--- config.mk ---
export PLATFORM = sky130hd
export DESIGN_NAME = alu_mc
export DESIGN_NICKNAME = d
export VERILOG_FILES = /design/src/rtl/alu_mc.sv
export SDC_FILE = /design/constraint.sdc
export NUM_CORES = 1
export LEC_CHECK = 0
export BUFFER_PORTS_ARGS = -buffer_cell sky130_fd_sc_hd__buf_2
export CAP_MARGIN = 20
export CORE_MARGIN = 5
export CORE_UTILIZATION = 41
export DETAILED_ROUTE_END_ITERATION = 10
export GPL_TIMING_DRIVEN = 0
export MAX_ROUTING_LAYER = met4
export PLACE_DENSITY = 0.63
export SYNTH_ARGS = -nofsm -noshare
export SYNTH_HDL_FRONTEND = slang
export SYNTH_SLANG_ARGS = --single-unit
--- constraint.sdc ---
create_clock -name clk -period 5.4 [get_ports clk]
set_input_delay 0.27 -clock clk [delete_from_list [all_inputs] [get_ports clk]]
set_output_delay 0.27 -clock clk [all_outputs]
set_load 0.01 [all_outputs]
--- src/rtl/alu_mc.sv ---
// Multi-cycle ALU: single-cycle logic/arith/compare ops, plus a shift-add
// unsigned multiplier and a restoring unsigned divider that each produce one
// bit per clock. The multiplier and divider share one pair of shift registers.
module alu_mc #(
    parameter int WIDTH = 32
) (
    input  logic             clk,
    input  logic             reset_n,
    input  logic             start,
    input  logic [3:0]       op,
    input  logic [WIDTH-1:0] a,
    input  logic [WIDTH-1:0] b,
    output logic             busy,
    output logic             done,
    output logic [WIDTH-1:0] result,
    output logic [WIDTH-1:0] hi,
    output logic             zero,
    output logic             div_by_zero
);

    localparam logic [1:0] S_IDLE = 2'd0;
    localparam logic [1:0] S_MUL  = 2'd1;
    localparam logic [1:0] S_DIV  = 2'd2;
    localparam logic [1:0] S_DONE = 2'd3;

    localparam logic [3:0] OP_AND   = 4'b0000;
    localparam logic [3:0] OP_OR    = 4'b0001;
    localparam logic [3:0] OP_ADD   = 4'b0010;
    localparam logic [3:0] OP_SLTU  = 4'b0011;
    localparam logic [3:0] OP_SUB   = 4'b0110;
    localparam logic [3:0] OP_SLT   = 4'b0111;
    localparam logic [3:0] OP_MULTU = 4'b1000;
    localparam logic [3:0] OP_DIVU  = 4'b1010;

    localparam int               CW        = $clog2(WIDTH + 1);
    localparam logic [CW-1:0]    LAST_ITER = CW'(WIDTH - 1);
    localparam logic [WIDTH-1:0] ONE       = WIDTH'(1);

    logic [1:0]       state_q, state_d;
    logic [CW-1:0]    cnt_q, cnt_d;
    logic [WIDTH-1:0] a_q, a_d;         // multiplicand
    logic [WIDTH-1:0] b_q, b_d;         // divisor
    logic [WIDTH-1:0] hw_q, hw_d;       // product high half / partial remainder
    logic [WIDTH-1:0] lo_q, lo_d;       // multiplier->product low / dividend->quotient
    logic [WIDTH-1:0] result_q, result_d;
    logic [WIDTH-1:0] hi_q, hi_d;
    logic             zero_q, zero_d;
    logic             dbz_q, dbz_d;

    logic [WIDTH-1:0] alu_res;
    logic [WIDTH-1:0] mul_addend;
    logic [WIDTH:0]   mul_sum;
    logic [WIDTH-1:0] mul_hw, mul_lo;
    logic [WIDTH:0]   div_shift;
    logic             div_ge;
    logic [WIDTH-1:0] div_sub, div_hw, div_lo;

    // Single-cycle result, computed straight from the operands being accepted.
    always_comb begin
        // NOTE: every signal written in an always_comb gets a default first so
        // no path leaves it unassigned; otherwise synthesis infers a latch.
        alu_res = '0;
        case (op)
            OP_AND:  alu_res = a & b;
            OP_OR:   alu_res = a | b;
            OP_ADD:  alu_res = a + b;
            OP_SUB:  alu_res = a + ~b + ONE;
            OP_SLT:  alu_res = {{(WIDTH-1){1'b0}}, ($signed(a) < $signed(b))};
            OP_SLTU: alu_res = {{(WIDTH-1){1'b0}}, (a < b)};
            default: alu_res = '0;
        endcase
    end

    // One iteration of shift-add multiply and of restoring divide.
    always_comb begin
        // Multiply: add multiplicand when the current multiplier bit is set,
        // then shift {carry, hw, lo} right by one.
        mul_addend = lo_q[0] ? a_q : '0;
        mul_sum    = {1'b0, hw_q} + {1'b0, mul_addend};
        mul_hw     = mul_sum[WIDTH:1];
        mul_lo     = {mul_sum[0], lo_q[WIDTH-1:1]};
        // Divide: bring in the next dividend bit, subtract if it fits. With a
        // zero divisor every trial fits, so the quotient becomes all ones and
        // the remainder ends up equal to the dividend.
        div_shift  = {hw_q, lo_q[WIDTH-1]};
        div_ge     = div_shift >= {1'b0, b_q};
        div_sub    = div_shift[WIDTH-1:0] - b_q;
        div_hw     = div_ge ? div_sub : div_shift[WIDTH-1:0];
        div_lo     = {lo_q[WIDTH-2:0], div_ge};
    end

    // Next-state logic for the FSM, datapath registers and output registers.
    always_comb begin
        state_d  = state_q;
        cnt_d    = cnt_q;
        a_d      = a_q;
        b_d      = b_q;
        hw_d     = hw_q;
        lo_d     = lo_q;
        result_d = result_q;
        hi_d     = hi_q;
        zero_d   = zero_q;
        dbz_d    = dbz_q;
        case (state_q)
            S_IDLE: begin
                if (start) begin
                    a_d   = a;
                    b_d   = b;
                    cnt_d = '0;
                    hw_d  = '0;
                    if (op == OP_MULTU) begin
                        state_d = S_MUL;
                        lo_d    = b;
                    end else if (op == OP_DIVU) begin
                        state_d = S_DIV;
                        lo_d    = a;
                    end else begin
                        state_d  = S_DONE;
                        result_d = alu_res;
                        hi_d     = '0;
                        zero_d   = (alu_res == '0);
                        dbz_d    = 1'b0;
                    end
                end
            end
            S_MUL: begin
                hw_d  = mul_hw;
                lo_d  = mul_lo;
                cnt_d = cnt_q + CW'(1);
                if (cnt_q == LAST_ITER) begin
                    state_d  = S_DONE;
                    result_d = mul_lo;
                    hi_d     = mul_hw;
                    zero_d   = (mul_lo == '0);
                    dbz_d    = 1'b0;
                end
            end
            S_DIV: begin
                hw_d  = div_hw;
                lo_d  = div_lo;
                cnt_d = cnt_q + CW'(1);
                if (cnt_q == LAST_ITER) begin
                    state_d  = S_DONE;
                    result_d = div_lo;
                    hi_d     = div_hw;
                    zero_d   = (div_lo == '0);
                    dbz_d    = (b_q == '0);
                end
            end
            default: state_d = S_IDLE;   // S_DONE lasts exactly one cycle
        endcase
    end

    // State and datapath registers, cleared asynchronously by reset_n.
    always_ff @(posedge clk or negedge reset_n) begin
        if (!reset_n) begin
            state_q  <= S_IDLE;
            cnt_q    <= '0;
            a_q      <= '0;
            b_q      <= '0;
            hw_q     <= '0;
            lo_q     <= '0;
            result_q <= '0;
            hi_q     <= '0;
            zero_q   <= 1'b0;
            dbz_q    <= 1'b0;
        end else begin
            // NOTE: sequential state uses non-blocking (<=) so all registers
            // update together from pre-edge values; comb blocks use blocking.
            state_q  <= state_d;
            cnt_q    <= cnt_d;
            a_q      <= a_d;
            b_q      <= b_d;
            hw_q     <= hw_d;
            lo_q     <= lo_d;
            result_q <= result_d;
            hi_q     <= hi_d;
            zero_q   <= zero_d;
            dbz_q    <= dbz_d;
        end
    end

    assign busy        = (state_q != S_IDLE);
    assign done        = (state_q == S_DONE);
    assign result      = result_q;
    assign hi          = hi_q;
    assign zero        = zero_q;
    assign div_by_zero = dbz_q;

endmodule

# ---- Yosys cells after proc, flatten, opt, wreduce, memory -nomap -nowiden
# Index checks and enable logic that the tools add are counted.
# Widths: inputs -> output; s select.
dict set report totals {
  ff_bits 202
  word_cells 96
  output_inout_bits 68
}
dict set report op_classes {
  n_bitwise 3
  addsub 6
  magnitude_cmp 3
  eq_ne 18
  reduce_logical 16
  n_mux 40
}
# op n
set ops {}
lappend ops {{$mux 32} 16}
lappend ops {{$pmux 32 s3} 4}
lappend ops {{$pmux 32 s6} 1}
lappend ops {{$logic_not 32->1} 4}
lappend ops {{$add 32x32->32} 2}
lappend ops {{$lt 32x32->1} 2}
lappend ops {{$add 32x32->33} 1}
lappend ops {{$ge 33x32->1} 1}
lappend ops {{$add 32x1->32 const B} 1}
lappend ops {{$and 32x32->32} 1}
lappend ops {{$not 32->32} 1}
lappend ops {{$or 32x32->32} 1}
lappend ops {{$sub 32x32->32} 1}
lappend ops {{$pmux 6 s2} 1}
lappend ops {{$mux 1} 11}
lappend ops {{$ne 2x2->1 const B} 5}
lappend ops {{$eq 4x2->1 const B} 2}
lappend ops {{$eq 4x3->1 const B} 2}
lappend ops {{$eq 4x4->1 const B} 2}
lappend ops {{$reduce_and 2->1} 4}
lappend ops {{$add 6x1->6 const B} 1}
lappend ops {{$eq 6x5->1 const B} 1}
lappend ops {{$mux 2} 3}
lappend ops {{$mux 6} 1}
lappend ops {{other kinds (14)} 17}

# ---- Depth between registers and ports, before layout
dict set report depth {
  word_depth 9
  ltp_mapped 16
}

# ---- Worst setup path after synthesis
# OpenSTA, ideal clock, no wires.
dict set report synth_timing {
  path_kind {register -> register}
  startpoint {reg lo_q[0]}
  endpoint {reg hw_q[30]}
  slack_ps 1927
  n_path_buf 2
  required_time_ps 5275
  synth_period_minus_slack_ps 3473
  stages_incl_launch_ff 16
  t_arrival_ps 3349
  path_cell_list {dfrtp_1 clkbuf_1 and2_1 ha_1 clkbuf_1 a21oi_1 o21ai_0 a311o_1 a31o_2 a221o_1 a2111oi_0 nor3_1 a31oi_1 xor2_1 o22ai_1 mux2_2}
}
dict set report synth_via {
  elab_chain_cells 3
}
# element line_no
set synth_lines {}
lappend synth_lines {{start, declared} 44} ;# logic [WIDTH-1:0] lo_q, lo_d;
lappend synth_lines {{start signal, assigned} 175} ;# lo_q <= lo_d;
lappend synth_lines {{$mux 32} 78} ;# mul_addend = lo_q[0] ? a_q : '0;
lappend synth_lines {{$add 32x32->33} 79} ;# mul_sum = {1'b0, hw_q} + {1'b0, mul_addend};
lappend synth_lines {{$pmux 32 s3} 104} ;# case (state_q)
lappend synth_lines {{end signal, assigned} 174} ;# hw_q <= hw_d;
lappend synth_lines {{end, declared} 43} ;# logic [WIDTH-1:0] hw_q, hw_d;
# No other way between the ends.
# A chain may end at the register's enable or synchronous reset.

# ---- Worst setup path after layout
dict set report layout_timing {
  startpoint {reg lo_q[0]}
  endpoint {reg hi_q[31] (netlist: hi[31])}
}
dict set report layout_via {
  elab_chain_cells 4
}
# element line_no
set layout_lines {}
lappend layout_lines {{$mux 32} 78}
lappend layout_lines {{$add 32x32->33} 79}
lappend layout_lines {{$mux 32} 130} ;# if (cnt_q == LAST_ITER) begin
lappend layout_lines {{$pmux 32 s3} 104}
lappend layout_lines {{end signal, assigned} 177} ;# hi_q <= hi_d;
lappend layout_lines {{end, declared} 46} ;# logic [WIDTH-1:0] hi_q, hi_d;
# No other way between the ends. The select of a mux whose other input is x is not followed.

==> results.toml <==
[yosys]
ys_types = 90
yosysWarnings = 0
yosys.area_share.simple = 0.165
synth_most_common_cell = "nand2_1"
synth_seq_cells = 202
synth-xor-area-share = 0.0434
synthesis.area_mm2 = 0.0173
syn-num-nets = 2442
yosys-top-cells-count = "nand2_1, o21ai_0, dfrtp_1"
yosys-top-cells-area = "dfrtp_1, ha_1, o21ai_0"
seq_area_frac_synth = 0.292
synth_ff_type = "dfrtp_1"
yosysTopAreaCellShare = 0.292
ys_async_sr_fraction = 1.00
yosysTopAreaCell = "dfrtp_1"
synth_edf_count = 0
synth_area_per_cell_um2 = 7.87
synth_top_family_by_area = "compound AO/OA/AOI/OAI gates"
muxShareOfSynthArea = 0.0169
synth_cells = 2202
synthAdderAreaFrac = 0.124
synth-compound-area-share = 0.294

[place]
place.gp.congestion = 0.980
dp_hpwl_um = 55600
port_buffers = 137
post-place-ws_ns = 0.918

[drt]
dr.pass1.iters = 6
top_layer_used = "met4"
wl_per_cell_um = 23.2
drc = 0
met1_length_um = 28900
drt-total-wl_um = 67600
route.met3.wl_um = 4410
via_per_inst = 5.96
wl_met2_um = 31200
dr.first_iter.drc_count = 1848
via_count = 17400
final_antenna_net_count = 0

[floorplanning]
rows = 75
pin_count = 139
start_util = 0.414
die_x_um = 216
fp.coreArea_mm2 = 0.0419
die_y_um = 216
die-area_mm2 = 0.0465

[critical_path]
critical_path_required_ns = 5.77
critical_path_depth = 16
crit_type = "flip-flop to flip-flop"
reg2reg_depth = 16
start_kind = "flip-flop"
crit_chain = "clkbuf_1 > and2_1 > ha_1 > fa_1 > a21o_1 > a21oi_1 > o31ai_1 > a21oi_1 > o211ai_1 > a21oi_1 > o31a_1 > o21ai_0 > a21o_1 > a21oi_1 > o22a_1 > o21ai_0"
worst-path-buf-inv = 1
end_kind = "flip-flop"
slowest_stage = "dfrtp_1"
max_stage_delay_ns = 0.52
critPathTopFamily = "compound AO/OA/AOI/OAI gates"
path_common_cell = "a21oi_1"
cp_max_fo = 10
arrival_ns = 4.89

[sta]
fin_crit_ns = 4.51
finClkSkew_ns = 0.0128
setup_viol = 0
drv_slew = 0
fmax_mhz = 222
worst_slew_pin_slew_ns = 1.08
setup_ws_ns = 0.885
relSlewSlack = 0.282
period_share = 0.836
rsz0062_at_grt = "false"
hold_viol_final = 0
totalNegativeSetupSlack_ns = 0

[finish]
area_growth_pct = 12.1
post-route-util = 0.465
fillCellCount = 4311
antenna_cells = 0
drive_gt1_frac = 0.100
nets = 2606

[worst_hold_path]
min_path_type = "input pin to flip-flop"
min_path_cells = 3

[global_routing]
overflow = 0
grt_pass1_vias = 17100
grt_max_degree = 76
grt_pass1_wl_um = 102000
antenna_found_initial = 0
grtUsageTotal = 0.287

[clock_tree]
cts_buffers = 22
clk_latency_ns = 0.53
cts_tree = "done"
path_clk_slew_ns = 0.06
htreeDepth = 1
ctsLongestPathBuffers = 3
cts_root_buf = "clkbuf_16"
postCtsSetupRepairBufs = 0
cts.sinks = 202
cts.repair.resized = 0

[status]
status = "complete, no violations"

[pwr]
p_sw_w = 0.00565
power_leakage_nw = 9.16
ir_worst_vdd_mv = 0.272
p_sw_frac = 0.522
p_seq_frac = 0.249
combinationalPowerShare = 0.618
intPower_w = 0.00518
p_clk_frac = 0.132
power.density_mw_per_mm2 = 557

[run]
maxCapViolCount = 0
[per-stage QoR]
step / hold WS [ns] / total power [W] / instances / cell area, um^2
finish: 0.122 / 0.0108 / 2918 / 19400
global route: 0.142 / 0.0116 / 2918 / 19400
detailed placement: 0.259 / 0.00929 / 2880 / 18800
global placement: 0.456 / 0.00920 / 2878 / 18700
CTS: 0.105 / 0.0108 / 2918 / 19400
floorplan: -0.0256 / 0.00689 / 2202 / 17300
[state kept, by name, summed over array words and instances, names as in the netlist]
signal and count:
zero 1, cnt_q 6, hi 32, hw_q 32
state_q 2, div_by_zero 1, result 32, b_q 32
a_q 32, lo_q 32
[layer usage]
metal,track usage,vias to the layer above
met5,-,-
met4,0.111,0
met3,0.0216,147
met2,0.464,778
met1,0.378,8286
li1,-,8181
[cell type report]
cell class	count	area, um^2	share of cell area
Multi-Input combinational cell	1710	11100	0.573
Sequential cell	202	5050	0.260
Timing Repair Buffer	140	761	0.0391
Tap cell	539	674	0.0347
Clock buffer	31	626	0.0322
Inverter	158	593	0.0305
Buffer	132	548	0.0282
Clock inverter	6	40.0	0.00206
[cell families after synthesis]
| logic type | count (synthesis) |
|---|---|
| multiplexers | 28 |
| adder cells (fa/ha/maj) | 169 |
| XOR/XNOR | 85 |
| flip-flops | 202 |
| AND/OR/NAND/NOR | 630 |
| buffers and inverters | 290 |
| AO/OA/AOI/OAI | 798 |
[power by group through the flow]
| stage | Sequential [W] | Clock (W) | Combinational (W) |
|---|---|---|---|
| after floorplan | 0.00261 | 0 | 0.00428 |
| after detailed placement | 0.00271 | 0 | 0.00658 |
| final | 0.00270 | 0.00143 | 0.00670 |
| after global placement | 0.00268 | 0 | 0.00652 |
| after CTS | 0.00269 | 0.00146 | 0.00661 |
| after global routing | 0.00277 | 0.00152 | 0.00730 |
[worst reg2reg max path: cells and delay by family (launching register included)]
family	cells	cell delay (ns)
compound gates	12	2.63
fa+ha+maj	2	0.64
buf+inv	1	0.32
simple gates	1	0.23
flops	1	0.52
[placed cells by master (no fill, tap or decap), types with 33 or more instances in the layout]
cell | netlist | final
ha_1 | 165 | 165
dfrtp_1 | 202 | 202
nand2_1 | 314 | 314
inv_1 | 155 | 155
a21o_1 | 53 | 53
o31ai_1 | 53 | 53
buf_2 | 15 | 151
o21ai_0 | 286 | 286
a21oi_1 | 158 | 158
clkbuf_1 | 102 | 108
nor2_1 | 119 | 119
and2_1 | 40 | 40
a221o_1 | 33 | 33
xnor2_1 | 60 | 60
[worst paths after layout]
path,startpoint,endpoint,slack [ns]
worst max-delay path,lo_q[0],hi[31],0.89
worst min-delay path,a[30],a_q[30],0.12
worst max register to register,lo_q[0],hi[31],0.89
worst min register to register,hi[23],hi[23],0.47
max in group asynchronous,reset_n,result[30],4.02
min in group asynchronous,reset_n,hi[5],0.28
[repair_timing]
item / in CTS / in global routing
endpoints found under the hold margin: 64 / 0
setup endpoints to repair: 0 / 0
hold buffers: 1 / 0
Note: power is estimated with default switching activity, not from simulation.
